--- src/rtl/pll_drp_reconfig.sv ---
// pll_drp_reconfig: holds the PLL in reset, rewrites one table profile through DRP
// read-modify-write accesses, then releases the PLL and waits for lock.
module pll_drp_reconfig #(
   parameter int N_ENTRIES    = 9,
   parameter int RST_HOLD     = 16,
   parameter int LOCK_TIMEOUT = 65535,
   parameter int DRDY_TIMEOUT = 63
) (
   input  logic        SYSCLK,
   input  logic        RST,
   input  logic        START,
   input  logic        PROFILE,
   output logic [4:0]  TBL_ADDR,
   input  logic [36:0] TBL_DATA,
   output logic [4:0]  DADDR,
   output logic [15:0] DI,
   input  logic [15:0] DO,
   output logic        DEN,
   output logic        DWE,
   input  logic        DRDY,
   output logic        PLL_RST,
   input  logic        LOCKED,
   output logic        BUSY,
   output logic        DONE,
   output logic        ERROR
);
   typedef enum logic [3:0] {
      INIT, HOLD, FETCH, RD, RD_WAIT, WR, WR_WAIT, NEXT, RELEASE, IDLE
   } state_t;

   localparam logic [31:0] HOLD_LAST = 32'(RST_HOLD - 1);
   localparam logic [31:0] LOCK_LAST = 32'(LOCK_TIMEOUT - 1);
   localparam logic [31:0] DRDY_LAST = 32'(DRDY_TIMEOUT - 1);
   localparam logic [3:0]  IDX_LAST  = 4'(N_ENTRIES - 1);

   state_t      state_q, state_d;
   logic [31:0] cnt_q, cnt_d;
   logic [3:0]  idx_q, idx_d;
   logic        prof_q, prof_d;
   logic [36:0] ent_q, ent_d;
   logic [15:0] do_q, do_d;
   logic        err_q, err_d;
   logic        done_q, done_d;
   logic        lk1_q, lk2_q;

   always_ff @(posedge SYSCLK) begin
      if (RST) begin
         state_q <= INIT;
         cnt_q   <= '0;
         idx_q   <= '0;
         prof_q  <= 1'b0;
         ent_q   <= '0;
         do_q    <= '0;
         err_q   <= 1'b0;
         done_q  <= 1'b0;
         lk1_q   <= 1'b0;
         lk2_q   <= 1'b0;
      end else begin
         state_q <= state_d;
         cnt_q   <= cnt_d;
         idx_q   <= idx_d;
         prof_q  <= prof_d;
         ent_q   <= ent_d;
         do_q    <= do_d;
         err_q   <= err_d;
         done_q  <= done_d;
         lk1_q   <= LOCKED;
         lk2_q   <= lk1_q;
      end
   end

   always_comb begin
      state_d = state_q;
      idx_d   = idx_q;
      prof_d  = prof_q;
      ent_d   = ent_q;
      do_d    = do_q;
      err_d   = err_q;
      done_d  = 1'b0;
      case (state_q)
         INIT:    if (cnt_q == HOLD_LAST) state_d = RELEASE;
         HOLD:    if (cnt_q == HOLD_LAST) state_d = FETCH;
         // Address goes out in the first cycle, table data is captured at the end of the second.
         FETCH:   if (cnt_q == 32'd1) begin
                     ent_d   = TBL_DATA;
                     state_d = RD;
                  end
         RD:      state_d = RD_WAIT;
         RD_WAIT: if (DRDY) begin
                     do_d    = DO;
                     state_d = WR;
                  end else if (cnt_q == DRDY_LAST) begin
                     err_d   = 1'b1;
                     state_d = RELEASE;
                  end
         WR:      state_d = WR_WAIT;
         WR_WAIT: if (DRDY) state_d = NEXT;
                  else if (cnt_q == DRDY_LAST) begin
                     err_d   = 1'b1;
                     state_d = RELEASE;
                  end
         NEXT:    if (idx_q == IDX_LAST) state_d = RELEASE;
                  else begin
                     idx_d   = idx_q + 4'd1;
                     state_d = FETCH;
                  end
         RELEASE: if (lk2_q) begin
                     done_d  = 1'b1;
                     state_d = IDLE;
                  end else if (cnt_q == LOCK_LAST) begin
                     err_d   = 1'b1;
                     done_d  = 1'b1;
                     state_d = IDLE;
                  end
         IDLE:    if (START) begin
                     prof_d  = PROFILE;
                     err_d   = 1'b0;
                     idx_d   = '0;
                     state_d = HOLD;
                  end
         default: state_d = INIT;
      endcase
      cnt_d = (state_d != state_q) ? '0 : (&cnt_q ? cnt_q : cnt_q + 32'd1);
   end

   assign TBL_ADDR = (state_q == FETCH) ? {prof_q, idx_q} : '0;
   assign DEN      = (state_q == RD) || (state_q == WR);
   assign DWE      = (state_q == WR);
   assign DADDR    = DEN ? ent_q[36:32] : '0;
   assign DI       = DWE ? ((do_q & ent_q[31:16]) | (ent_q[15:0] & ~ent_q[31:16])) : '0;
   assign PLL_RST  = (state_q != RELEASE) && (state_q != IDLE);
   assign BUSY     = (state_q != IDLE);
   assign DONE     = done_q;
   assign ERROR    = err_q;
endmodule
--- config.mk ---
export PLATFORM = sky130hd
export DESIGN_NAME = pll_drp_reconfig
export DESIGN_NICKNAME = d
export VERILOG_FILES = /design/src/rtl/pll_drp_reconfig.sv
export SDC_FILE = /design/constraint.sdc
export NUM_CORES = 1
export LEC_CHECK = 0
export ABC_AREA = 1
export ABC_CLOCK_PERIOD_IN_PS = 2800
export BUFFER_PORTS_ARGS = -buffer_cell sky130_fd_sc_hd__buf_4
export CORE_ASPECT_RATIO = 2
export CORE_MARGIN = 2
export CORE_UTILIZATION = 60
export CTS_BUF_LIST = sky130_fd_sc_hd__clkbuf_8
export CTS_CLUSTER_DIAMETER = 100
export DETAILED_ROUTE_END_ITERATION = 6
export PLACE_DENSITY = 0.92
export REMOVE_ABC_BUFFERS = 1
export SLEW_MARGIN = 20
export SYNTH_ARGS = -nofsm -noshare
export SYNTH_HDL_FRONTEND = slang
export SYNTH_SLANG_ARGS = --single-unit
--- constraint.sdc ---
create_clock -name SYSCLK -period 2.8 [get_ports SYSCLK]
set_input_delay 0.42 -clock SYSCLK [delete_from_list [all_inputs] [get_ports SYSCLK]]
set_output_delay 0.42 -clock SYSCLK [all_outputs]
set_load 0.005 [all_outputs]
==> flow_summary_export.csv <==
group,metric,value,unit
outcome,status,"finished, final reports clean",
clock_tree,cts_resized,0,
grt,antenna_found_initial,0,
final_layout,nFillCells,635,
grt,grt_pass1_vias,4922,
critical_path,rrSetupSlack,0.39,ns
detailed_routing,first_pass_iters,5,
floorplan,rows,47,
power,p_leak,2.39,nW
clock_tree,root_buffer,"clkbuf_8",
clock_tree,cts_setup_buffers,0,
final_layout,diodes,0,
final_layout,multi_input_area,2630,um2
power,netSwitchingPower,0.593,mW
sta,fmax,0.399,GHz
sta,hold_viol,0,
power,combPwrFrac,0.046,
min_path,min_to,"ent_q[13]",
power,ir_worst_vdd,441,uV
floorplan,dieArea,9090,um2
critical_path,cp_max_fo,16,
clock_tree,clock_path_buffers,2,
synthesis,yosys_warnings,0,
critical_path,arrival,2.09,ns
grt,grt_pass1_wl,22.9,mm
place,hpwl,10.0,mm
sta,worst_pin_slew,0.644,ns
critical_path,rr_endpoint,"cnt_q[0]",
floorplan,ios,91,
critical_path,setup.worst_path.end_class,"output port",
synthesis,ys_types,30,
critical_path,r2r_cells,11,
critical_path,critPathRequiredTime,2.38,ns
place,io_buffers,90,
detailed_routing,drcViolationCount,0,
synthesis,yosysSeqAreaShare,0.394,
detailed_routing,num_vias,4859,
detailed_routing,drtIter0Drc,397,
critical_path,path_class,"reg2out",
sta,period_minus_slack,2.51,ns
floorplan,die_height,133,um
grt,grt_max_degree,40,
detailed_routing,vias_per_cell,5.57,
sta,fin_setup_tns,0,ns
sta,setup_viol,0,
power,p_per_area,440,nW/um2
grt,overflow,0,
final_layout,final-seq-area,1960,um2
detailed_routing,avgRoutedWirePerCell,15.7,um
floorplan,core,8170,um2
min_path,hold_path_depth,3,
critical_path,worstSetupStartpointType,"flip-flop",
min_path,hold_path.class,"in2reg",
sta,rsz0062_at_grt,"no",
synthesis,synth_seq_cells,98,
floorplan,initial_utilization,0.609,
power,internal-power,2.00,mW
sta,finalCritPeriodShare,0.896,
clock_tree,htreeDepth,3,
clock_tree,cts_tree,"built",
clock_tree,clk_latency,0.38,ns
synthesis,syn-instance-count,691,
sta,drv_slew,0,
sta,relSlewSlack,0.570,
synthesis,avgSynthCellArea,7.21,um2
detailed_routing,totalWireLength,13.7,mm
final_layout,area_growth_syn_to_layout,18.6,%
clock_tree,clock_sinks,98,
clock_tree,cts_made_buffers,9,
clock_tree,hold_buffers,0,
power,clkPwrFrac,0.413,
job,maxCapViolCount,0,
min_path,hp-start,"TBL_DATA[13]",
sta,hold_ws,0.259,ns
final_layout,nets,833,
floorplan,die_w,68.4,um
grt,grt_usage,0.329,
power,seqPwrFrac,0.541,
clock_tree,clkTransAtPathRegs,0.10,ns
power,p_sw_frac,0.228,
sta,clock_skew,0.0168,ns
final_layout,drive_gt1_frac,0.200,
place,gp_congestion,0.965,
detailed_routing,final_antenna_net_count,0,
critical_path,reg2reg_from,"cnt_q[1]",
synthesis,syn-cell-area,4980,um2
-- worst max path at each step --
stage / startpoint / to / cells after the start
6_report: state_q[0] / DI[8] / 7
5_1_grt: cnt_q[1] / cnt_q[0] / 11
4_1_cts: state_q[0] / DI[8] / 7
3_5_place_dp: cnt_q[1] / cnt_q[0] / 11
3_3_place_gp: cnt_q[1] / cnt_q[0] / 11
2_1_floorplan: cnt_q[0] / cnt_q[0] / 9
-- synth_stat cells (all sizes together) --
| cell type | instances | share of area |
|---|---|---|
| o21ai | 56 | 0.057 |
| nand3 | 17 | 0.023 |
| nor3b | 1 | 0.0015 |
| nor3 | 54 | 0.085 |
| a41oi | 1 | 0.0018 |
| ha | 5 | 0.013 |
| dfxtp | 98 | 0.39 |
| mux2i | 16 | 0.032 |
| nand4 | 8 | 0.010 |
| xnor2 | 10 | 0.018 |
| clkbuf | 14 | 0.011 |
| nand2 | 82 | 0.062 |
| buf | 13 | 0.018 |
| a211oi | 6 | 0.0090 |
| xor2 | 22 | 0.039 |
| nor2 | 196 | 0.15 |
| a31oi | 2 | 0.0025 |
| inv | 68 | 0.051 |
| a21oi | 22 | 0.022 |
-- cells in the final DEF, fill, tap and decap left out, types with 2 or more instances in the layout --
cell	count
nor2_2	2
bufinv_16	2
xor2_1	22
clkbuf_8	10
nand3_4	2
o21ai_1	13
nor3_2	31
nand2_1	81
buf_4	94
mux2i_1	16
inv_2	6
nand3_1	14
inv_6	2
dfxtp_1	98
o21ai_0	42
inv_1	62
ha_1	5
a211oi_1	6
xnor2_1	10
nand4_1	8
a31oi_1	2
nor2_1	193
nor3_1	23
a21oi_1	22
-- power by group through the flow --
stage	registers, mW	logic [mW]	clock network [mW]
floorplan	1.44	0.0389	0
global placement	1.44	0.115	0
detailed placement	1.44	0.118	0
CTS	1.41	0.118	1.08
global route	1.41	0.129	1.13
finish	1.41	0.119	1.07
-- cells by family after synthesis --
family	after synthesis	share of synthesized area
compound gates	87	0.0924
xor+xnor	32	0.0563
buf+inv	95	0.0801
mux	16	0.0322
flops	98	0.394
fa+ha+maj	5	0.0126
simple gates	358	0.333
-- cell type report --
| cell class | instances | share of cell area |
|---|---|---|
| well taps | 98 | 0.0208 |
| clock buffers | 10 | 0.0233 |
| multi-input cells | 498 | 0.445 |
| repair buffers | 94 | 0.119 |
| clock inverters | 6 | 0.0163 |
| inverters | 68 | 0.0432 |
| flip-flops and latches | 98 | 0.332 |
-- critical path: stages (launching register included) --
cell	delay, ns
dfxtp_1	0.45
inv_2	0.10
nor2_1	0.10
inv_1	0.06
nor2_1	0.24
inv_1	0.37
nor2_1	0.23
buf_4	0.13
-- layer usage --
metal / GRT usage / vias up / share of wire
li1: - / 2355 / -
met1: 0.349 / 2247 / 0.35
met2: 0.567 / 202 / 0.54
met3: 0.0791 / 55 / 0.056
met4: 0.177 / 0 / 0.047
met5: 0 / - / 0
-- flip-flops by register name, summed over array words and instances (netlist names), 4 cells and up --
register and cells:
cnt_q 32, do_q 16, ent_q 37, idx_q 4, state_q 4
-- stage by stage --
| step | utilization | cells | cell area, um2 | setup slack [ns] | total power [mW] |
|---|---|---|---|---|---|
| finish | 0.723 | 872 | 5910 | 0.292 | 2.60 |
| global route | 0.723 | 872 | 5910 | 0.157 | 2.66 |
| CTS | 0.723 | 872 | 5910 | 0.335 | 2.60 |
| detailed placement | 0.694 | 856 | 5670 | 0.428 | 1.56 |
| global placement | 0.694 | 856 | 5670 | 0.542 | 1.55 |
| floorplan | - | 664 | 4840 | 0.223 | 1.48 |
Note: power is estimated with default switching activity, not from simulation.
